[src/rtl/lcd1602_reader_if.sv]
// lcd1602_reader_if: request/result handshake and LCD bus lines of the LCD1602 reader
interface lcd1602_reader_if;
  logic       req;
  logic       rs_sel;
  logic       ready;
  logic       valid;
  logic [7:0] rd_data;
  logic       busy_flag;
  logic [6:0] addr_cnt;
  logic       poll_req;
  logic       poll_done;
  logic       poll_timeout;
  logic       lcd_rs;
  logic       lcd_rw;
  logic       lcd_en;
  logic [7:0] lcd_data_in;
  logic       bus_own;
  modport master (
    output req, rs_sel, poll_req, lcd_data_in,
    input  ready, valid, rd_data, busy_flag, addr_cnt, poll_done, poll_timeout,
           lcd_rs, lcd_rw, lcd_en, bus_own
  );
  modport slave (
    input  req, rs_sel, poll_req, lcd_data_in,
    output ready, valid, rd_data, busy_flag, addr_cnt, poll_done, poll_timeout,
           lcd_rs, lcd_rw, lcd_en, bus_own
  );
endinterface

[src/rtl/lcd1602_reader.sv]
// lcd1602_reader: HD44780 8-bit read cycles (BF/address or data) on the shared LCD bus.
// Busy-flag polling engine is compiled in with LCD_BF_POLL_EN.
module lcd1602_reader #(
  parameter int SETUP_CYC    = 3,
  parameter int EN_HIGH_CYC  = 25,
  parameter int HOLD_CYC     = 3,
  parameter int POLL_GAP_CYC = 50,
  parameter int POLL_MAX     = 255
) (
  input logic             clk,
  input logic             rst,
  lcd1602_reader_if.slave bus
);
  localparam int M0 = SETUP_CYC > EN_HIGH_CYC ? SETUP_CYC : EN_HIGH_CYC;
  localparam int M1 = HOLD_CYC > POLL_GAP_CYC ? HOLD_CYC : POLL_GAP_CYC;
  localparam int CW = $clog2((M0 > M1 ? M0 : M1) + 1);
`ifdef LCD_BF_POLL_EN
  localparam int PW = $clog2(POLL_MAX + 1);
  typedef enum logic [2:0] {IDLE, SETUP, EN_HI, HOLD, DONE, POLL_GAP} state_t;
`else
  typedef enum logic [2:0] {IDLE, SETUP, EN_HI, HOLD, DONE} state_t;
`endif
  state_t        state_q, state_d;
  logic [CW-1:0] cnt_q, cnt_d, len;
  logic          rs_q, rs_d, fin, act;
  logic [7:0]    samp_q, rd_q;
  logic          bf_q;
  logic [6:0]    ac_q;
`ifdef LCD_BF_POLL_EN
  logic          poll_q, poll_d, tmo;
  logic [PW-1:0] pc_q, pc_d;
  assign tmo = pc_q == PW'(POLL_MAX);
`endif
  assign fin = cnt_q == '0;
  always_comb begin
    state_d = state_q;
    rs_d = rs_q;
`ifdef LCD_BF_POLL_EN
    poll_d = poll_q;
    pc_d = pc_q;
`endif
    case (state_q)
      IDLE: begin
        if (bus.req) begin
          state_d = SETUP;
          rs_d = bus.rs_sel;
        end
`ifdef LCD_BF_POLL_EN
        else if (bus.poll_req) begin
          state_d = SETUP;
          rs_d = 1'b0;
          poll_d = 1'b1;
          pc_d = '0;
        end
`endif
      end
      SETUP: state_d = fin ? EN_HI : SETUP;
      EN_HI: state_d = fin ? HOLD : EN_HI;
      HOLD: begin
        state_d = fin ? DONE : HOLD;
`ifdef LCD_BF_POLL_EN
        pc_d = pc_q + PW'(fin && poll_q);
`endif
      end
`ifdef LCD_BF_POLL_EN
      DONE: begin
        state_d = poll_q && bf_q && !tmo ? POLL_GAP : IDLE;
        poll_d = state_d == POLL_GAP;
      end
      POLL_GAP: state_d = fin ? SETUP : POLL_GAP;
`else
      DONE: state_d = IDLE;
`endif
      default: state_d = IDLE;
    endcase
    len = state_d == SETUP ? CW'(SETUP_CYC - 1) :
          state_d == EN_HI ? CW'(EN_HIGH_CYC - 1) :
          state_d == HOLD  ? CW'(HOLD_CYC - 1) : CW'(POLL_GAP_CYC - 1);
    cnt_d = state_d != state_q ? len : cnt_q - 1'b1;
  end
  // byte is captured while EN is still high, published on DONE entry
  always_ff @(posedge clk) begin
    if (!rst) begin
      state_q <= IDLE;
      cnt_q <= '0;
      rs_q <= 1'b0;
      samp_q <= '0;
      rd_q <= '0;
      bf_q <= 1'b1;
      ac_q <= '0;
    end else begin
      state_q <= state_d;
      cnt_q <= cnt_d;
      rs_q <= rs_d;
      if (state_q == EN_HI && fin) samp_q <= bus.lcd_data_in;
      if (state_q == HOLD && fin) begin
        rd_q <= samp_q;
        if (!rs_q) {bf_q, ac_q} <= samp_q;
      end
    end
  end
`ifdef LCD_BF_POLL_EN
  always_ff @(posedge clk) begin
    if (!rst) begin
      poll_q <= 1'b0;
      pc_q <= '0;
    end else begin
      poll_q <= poll_d;
      pc_q <= pc_d;
    end
  end
  assign bus.poll_done    = state_q == DONE && poll_q && !bf_q;
  assign bus.poll_timeout = state_q == DONE && poll_q && bf_q && tmo;
`else
  logic unused_poll;
  assign unused_poll      = bus.poll_req | (POLL_MAX == 0);
  assign bus.poll_done    = 1'b0;
  assign bus.poll_timeout = 1'b0;
`endif
  assign act           = state_q == SETUP || state_q == EN_HI || state_q == HOLD;
  assign bus.ready     = state_q == IDLE;
  assign bus.valid     = state_q == DONE;
  assign bus.rd_data   = rd_q;
  assign bus.busy_flag = bf_q;
  assign bus.addr_cnt  = ac_q;
  assign bus.lcd_rs    = act && rs_q;
  assign bus.lcd_rw    = act;
  assign bus.lcd_en    = state_q == EN_HI;
  assign bus.bus_own   = act;
endmodule

[src/flat_wrapper.sv]
// flat-port wrapper written by rule: the top's interface ports become plain ports
module lcd1602_reader_flat 
#(
  parameter int SETUP_CYC    = 3,
  parameter int EN_HIGH_CYC  = 25,
  parameter int HOLD_CYC     = 3,
  parameter int POLL_GAP_CYC = 50,
  parameter int POLL_MAX     = 255
)
  (clk, rst, bus_req, bus_rs_sel, bus_poll_req, bus_lcd_data_in, bus_ready, bus_valid, bus_rd_data, bus_busy_flag, bus_addr_cnt, bus_poll_done, bus_poll_timeout, bus_lcd_rs, bus_lcd_rw, bus_lcd_en, bus_bus_own);
  lcd1602_reader_if bus_i ();
  input logic clk;
  input logic rst;
  input wire logic [$bits(bus_i.req)-1:0] bus_req;
  input wire logic [$bits(bus_i.rs_sel)-1:0] bus_rs_sel;
  input wire logic [$bits(bus_i.poll_req)-1:0] bus_poll_req;
  input wire logic [$bits(bus_i.lcd_data_in)-1:0] bus_lcd_data_in;
  output wire logic [$bits(bus_i.ready)-1:0] bus_ready;
  output wire logic [$bits(bus_i.valid)-1:0] bus_valid;
  output wire logic [$bits(bus_i.rd_data)-1:0] bus_rd_data;
  output wire logic [$bits(bus_i.busy_flag)-1:0] bus_busy_flag;
  output wire logic [$bits(bus_i.addr_cnt)-1:0] bus_addr_cnt;
  output wire logic [$bits(bus_i.poll_done)-1:0] bus_poll_done;
  output wire logic [$bits(bus_i.poll_timeout)-1:0] bus_poll_timeout;
  output wire logic [$bits(bus_i.lcd_rs)-1:0] bus_lcd_rs;
  output wire logic [$bits(bus_i.lcd_rw)-1:0] bus_lcd_rw;
  output wire logic [$bits(bus_i.lcd_en)-1:0] bus_lcd_en;
  output wire logic [$bits(bus_i.bus_own)-1:0] bus_bus_own;
  assign bus_i.req = bus_req;
  assign bus_i.rs_sel = bus_rs_sel;
  assign bus_i.poll_req = bus_poll_req;
  assign bus_i.lcd_data_in = bus_lcd_data_in;
  assign bus_ready = bus_i.ready;
  assign bus_valid = bus_i.valid;
  assign bus_rd_data = bus_i.rd_data;
  assign bus_busy_flag = bus_i.busy_flag;
  assign bus_addr_cnt = bus_i.addr_cnt;
  assign bus_poll_done = bus_i.poll_done;
  assign bus_poll_timeout = bus_i.poll_timeout;
  assign bus_lcd_rs = bus_i.lcd_rs;
  assign bus_lcd_rw = bus_i.lcd_rw;
  assign bus_lcd_en = bus_i.lcd_en;
  assign bus_bus_own = bus_i.bus_own;
  lcd1602_reader #(.SETUP_CYC(SETUP_CYC), .EN_HIGH_CYC(EN_HIGH_CYC), .HOLD_CYC(HOLD_CYC), .POLL_GAP_CYC(POLL_GAP_CYC), .POLL_MAX(POLL_MAX)) u_core (.clk(clk), .rst(rst), .bus(bus_i));
endmodule
[config.mk]
export PLATFORM = sky130hd
export DESIGN_NAME = lcd1602_reader_flat
export DESIGN_NICKNAME = d
export VERILOG_FILES = /design/src/rtl/lcd1602_reader_if.sv /design/src/rtl/lcd1602_reader.sv /design/src/flat_wrapper.sv
export SDC_FILE = /design/constraint.sdc
export NUM_CORES = 1
export LEC_CHECK = 0
export BUFFER_PORTS_ARGS = -buffer_cell sky130_fd_sc_hd__buf_2
export CAP_MARGIN = 20
export CORE_MARGIN = 10
export CORE_UTILIZATION = 55
export CTS_CLUSTER_SIZE = 8
export DETAILED_ROUTE_END_ITERATION = 8
export PLACE_DENSITY = 0.82
export SYNTH_ARGS = -nofsm -noshare
export SYNTH_HDL_FRONTEND = slang
export SYNTH_SLANG_ARGS = --single-unit
export TNS_END_PERCENT = 50
[constraint.sdc]
create_clock -name clk -period 3 [get_ports clk]
set_input_delay 0.6 -clock clk [delete_from_list [all_inputs] [get_ports clk]]
set_output_delay 0.6 -clock clk [all_outputs]
set_load 0.02 [all_outputs]
# --- After elaboration in Yosys (flattened, before gate mapping) ---
# Cells that the tools add are included.
word_totals:
  inputBits: 13
  mem_bits_rw: 0
  wordCells: 35
  memories: 0
  latch_bits: 0
  reg_bits: 34
  out_inout_bits: 24
  mem_bits_ro: 0
classes:
  muxes: 9
  div_mod_pow: 0
  order_cmp: 0
  n_shift: 0
  eq_ne: 8
  add_sub_neg: 1
  mul: 0
  bitwise: 1
  n_reduce_logical: 9
op_table:
  columns: ["operator", "n"]
  rows:
  - ["6-bit two-way mux", 4]
  - ["3-bit by 2-bit == test with 1-bit output (second input constant)", 4]
  - ["3-bit case mux with 4 select lines", 1]
  - ["3-bit by 1-bit == test with 1-bit output (second input constant)", 2]
  - ["6-bit zero test", 1]
  - ["3-bit two-way mux", 2]
  - ["6-bit by 1-bit subtractor with 6-bit output (second input constant)", 1]
  - ["2-bit AND reduction", 2]
  - ["3-bit == test (second input constant)", 1]
  - ["1-bit logical AND", 3]
  - ["3-bit zero test", 1]
  - ["3-bit inequality test", 1]
  - ["1-bit logical OR", 2]
  - ["2-bit two-way mux", 1]
  - ["1-bit two-way mux", 1]
  - ["1-bit NOT", 1]

# --- Longest topological paths before layout ---
depth:
  depth_word: 8
  mapped_depth: 7
  ltp_nobuf: 6

# --- Worst setup path after synthesis ---
# No wires, ideal clock.
synth_path:
  path_type: "register to output"
  from: "register u_core.state_q[0]"
  to: "output bus_lcd_rs"
  arrival_time_ns: 1.254
  slack_ns: 1.146
  t_required_ns: 2.400
  stages_incl_launch_ff: 5
  path_buffers: 1
  path_cell_list: "dfxtp_1 buf_2 nor2_1 nor2_1 and2_1"
synth_via:
  elab_chain_len: 4
  elab_cells_between_ends: 6
  classes_between: "3 x eq/ne; 3 x reduce/logical"
synth_rtl:
  columns: ["element", "line_no", "rtl"]
  rows:
  - ["start: declaration", "lcd1602_reader.sv:23", "state_t state_q, state_d;"]
  - ["start signal: assignment", "lcd1602_reader.sv:92", "state_q <= state_d;"]
  - ["3-bit by 1-bit == test with 1-bit output / 3-bit by 2-bit == test with 1-bit output (equally long branches)", "lcd1602_reader.sv:120", "assign act = state_q == SETUP || state_q == EN_HI || state_q == HOLD;"]
  - ["1-bit logical OR", "lcd1602_reader.sv:120", null]
  - ["1-bit logical OR (*)", "lcd1602_reader.sv:120", null]
  - ["via bus_bus_own", "flat_wrapper.sv:28", "output wire logic [$bits(bus_i.bus_own)-1:0] bus_bus_own;"]
  - ["1-bit logical AND (*)", "lcd1602_reader.sv:126", "assign bus.lcd_rs = act && rs_q;"]
  - ["end: declaration", "flat_wrapper.sv:25", "output wire logic [$bits(bus_i.lcd_rs)-1:0] bus_lcd_rs;"]
# The timed path passes the listed nets; every way through them passes the cells marked *.

# --- Worst setup path after layout ---
layout_path:
  from: "register u_core.state_q[0]"
  to: "output bus_lcd_rs"
layout_via:
  elab_chain_len: 4
  elab_cells_between_ends: 6
  classes_between: "3 x eq/ne; 3 x reduce/logical"
layout_rtl:
  columns: ["element", "line_no"]
  rows:
  - ["3-bit by 1-bit == test with 1-bit output / 3-bit by 2-bit == test with 1-bit output (equally long branches)", "lcd1602_reader.sv:120"]
  - ["1-bit logical OR", "lcd1602_reader.sv:120"]
  - ["1-bit logical OR (*)", "lcd1602_reader.sv:120"]
  - ["1-bit logical AND (*)", "lcd1602_reader.sv:126"]
# Every way passes the cells marked *; elsewhere a longest branch is shown, timed or not.

==> flow_summary_export.csv <==
group,metric,value,unit
synth,yosys.area_share.adder,0.823,%
worst_setup_path,max_stage_delay,610,ps
finish,fill_cells,243,
route,routed_wl,3170,µm
clocking,cts_hold_buf,0,
timing,finalCritPeriodShare,72.2,%
route,routed.top_layer,"met4",
floorplanning,io_pins,37,
hold_path,whs_path_depth,2,
timing,relSlewSlack,60.8,%
synth,yosys.cell_count.top_type,"dfxtp_1",
timing,skew,7.97,ps
synth,muxShareOfSynthArea,1.32,%
floorplanning,rows,19,
route,wl_met1,1230,µm
floorplanning,dieWidth,72.6,µm
route,ant_nets,0,
synth,synth_compound_gate_area_share,15.3,%
status,status,"finished, final reports clean",
grt,overflow,0,
worst_setup_path,path_cells,"nor2_1 > nor2_1 > and2_1 > buf_2",
worst_setup_path,critPathBufInv,1,
finish,multiInputGateArea,748,µm²
route,drtIter0Drc,80,
synth,synth_top_area_share,44.8,%
worst_setup_path,r2r_start,"u_core.cnt_q[0]$_SDFF_PN0_",
route,vias_per_cell,5.40,
worst_setup_path,path_delay_family,"flip-flops",
synth,synth_top_family_by_area,"simple AND/OR/NAND/NOR gates",
synth,ys_seq_area_share,44.8,%
grt,grt_pass1_wl,5330,µm
timing,period_minus_slack,2170,ps
worst_setup_path,rr_worst_depth,6,
finish,post-route-util,63.2,%
finish,drive_gt1_share,33.7,%
worst_setup_path,critPathKind,"reg2out",
worst_setup_path,rrSetupSlack,1030,ps
synth,ys_top_cells_by_count,"dfxtp_1 (34), nand2_1 (20), nand3_1 (20)",
grt,grt_pass1_vias,1232,
synth,synth-simple-area-share,28.4,%
timing,setup_viol,0,
grt,antenna_found_initial,0,
hold_path,hold_path.class,"reg2reg",
run,drv_cap,0,
worst_setup_path,path_max_fanout,11,
clocking,worstSkewPairLatency,330,ps
synth,yosys_warnings,0,
clocking,cts_sinks,34,
clocking,cts_buffer_depth,2,
synth,async_flop_share,0,%
finish,nets,209,
synth,synth_xor_area_share,2.88,%
synth,synth_top_area_cell,"dfxtp_1",
synth,synth_area_leaders,"dfxtp_1 (45%), o21ai_2 (8.6%), nand3_1 (6.6%)",
clocking,cts_tree,"done",
power_and_ir_drop,finalPower,1.21,mW
timing,maxSlewViolCount,0,
route,first_pass_iters,4,
route,drc,0,
floorplanning,start_util,56.1,%
clocking,cts_made_buffers,5,
timing,worstMarginPinSlew,587,ps
worst_setup_path,worst_path_most_repeated_cell,"nor2_1",
grt,grtUsageTotal,12.5,%
synth,synth-seq-cells,34,
synth,synth-main-ff-cell,"dfxtp_1",
clocking,cts_max_level,2,
clocking,cts_root_buffer,"clkbuf_4",
worst_setup_path,start_kind,"flop",
worst_setup_path,r2r-end,"u_core.bus.busy_flag$_SDFFE_PN1P_",
finish,syn_to_final_growth,12.6,%
finish,diodes,0,
clocking,clk_pin_slew_worst_paths,100,ps
power_and_ir_drop,ir_worst_vdd,441,µV
placement,place_congestion,0.781,
route,dr_wl_met3,262,µm
route,routedWlPerCell,14.0,µm
timing,grt_setup_unrepaired,"false",
synth,synth-edff-count,0,
worst_setup_path,endpoint_kind,"output pin",
timing,fmax,0.461,GHz
hold_path,min_to,"u_core.bus.rd_data[7]$_SDFFE_PN0N_",
worst_setup_path,critical-path-slowest-cell,"dfxtp_1",
floorplanning,design.die.area,5270,µm²
power_and_ir_drop,power.density,709,nW/µm²
finish,seq_area,681,µm²
synth,syn_inst,166,
timing,tns,0,ps
timing,finalHoldViolCount,0,
power_and_ir_drop,p_leak,0.750,nW
worst_setup_path,cp.required,2400,ps
clocking,ctsResizeCount,0,
route,wl_met2,1640,µm
synth,postSynthAreaPerCell,9.16,µm²
route,num_vias,1226,
grt,grt_max_degree,25,
floorplanning,die_h,72.6,µm
synth,synth_cell_types,33,
hold_path,min-delay-start,"u_core.bus.rd_data[7]$_SDFFE_PN0N_",
synth,synth_area,1520,µm²
clocking,cts_setup_buffers,0,
timing,timing.hold.ws,459,ps
worst_setup_path,cp_data_arrival_time,1570,ps
placement,dp_hpwl,2430,µm
placement,portBuffers,33,
floorplanning,core,2710,µm²
[final cells by class]
| type | instances | share of cell area, % |
|---|---|---|
| Tap cell | 31 | 2.27 |
| Clock buffer | 7 | 3.22 |
| Clock inverter | 1 | 0.292 |
| Multi-Input combinational cell | 117 | 43.7 |
| Sequential cell | 34 | 39.8 |
| Inverter | 3 | 0.658 |
| Timing Repair Buffer | 34 | 10.1 |
[registers in the layout (all words and copies together) (netlist names)]
register              count
u_core.cnt_q              6
u_core.state_q            3
u_core.samp_q             8
u_core.rs_q               1
u_core.bus.busy_flag      1
u_core.bus.addr_cnt       7
u_core.bus.rd_data        8
[power breakdown]
group          total, mW  switching (mW)  internal (mW)
Combinational      0.392           0.242          0.150
Sequential         0.563          0.0641          0.499
Clock              0.258           0.145          0.114
Total               1.21           0.451          0.762
[logic make-up after synthesis]
group           count (synthesis)
simple gates                   73
compound gates                 34
flops                          34
buf+inv                        16
xor+xnor                        5
mux                             2
fa+ha+maj                       1
other cells                     1
[stage by stage]
stage          instance area (µm²)  instances  setup WS, ps
3_5_place_dp                  1650        219          1040
2_1_floorplan                 1520        167          1150
3_3_place_gp                  1650        219          1130
4_1_cts                       1710        227           826
5_1_grt                       1710        227           695
6_report                      1710        227           833
[per-layer routing]
layer	global-route usage, %	vias to the layer above
met5	0	-
met4	4.64	0
met3	5.99	9
met2	21.7	38
met1	12.8	552
li1	-	627
[how the worst max path moves through the flow]
stage / from / to / slack [ps] / depth (start not counted)
3_5_place_dp: u_core.cnt_q[0]$_SDFF_PN0_ / u_core.bus.busy_flag$_SDFFE_PN1P_ / 1040 / 6
3_3_place_gp: u_core.cnt_q[0]$_SDFF_PN0_ / u_core.bus.busy_flag$_SDFFE_PN1P_ / 1130 / 6
2_1_floorplan: u_core.state_q[0]$_SDFF_PN0_ / bus_lcd_rs / 1150 / 4
5_1_grt: u_core.state_q[0]$_SDFF_PN0_ / bus_lcd_rs / 690 / 4
4_1_cts: u_core.state_q[0]$_SDFF_PN0_ / bus_lcd_rs / 830 / 4
6_report: u_core.state_q[0]$_SDFF_PN0_ / bus_lcd_rs / 830 / 4
[tightest hold or removal path: cells and delay by family, from the launching register on]
kind	cells	cell delay (ps)
and+or+nand+nor	1	60
DFF	1	330
AOI/OAI and AO/OA	1	40
[cell usage in the layout (no fill, tap or decap), drive strengths merged, types with 2 or more instances in the layout]
cell type / n
nand2: 21
inv: 3
and2: 3
nor2: 12
xnor2: 2
o21ai: 28
xor2: 3
nand3: 25
conb: 2
nand2b: 2
dfxtp: 34
buf: 34
a21oi: 4
clkbuf: 7
nor3: 3
nor3b: 2
mux2i: 2
(Power assumes the default switching activity.)
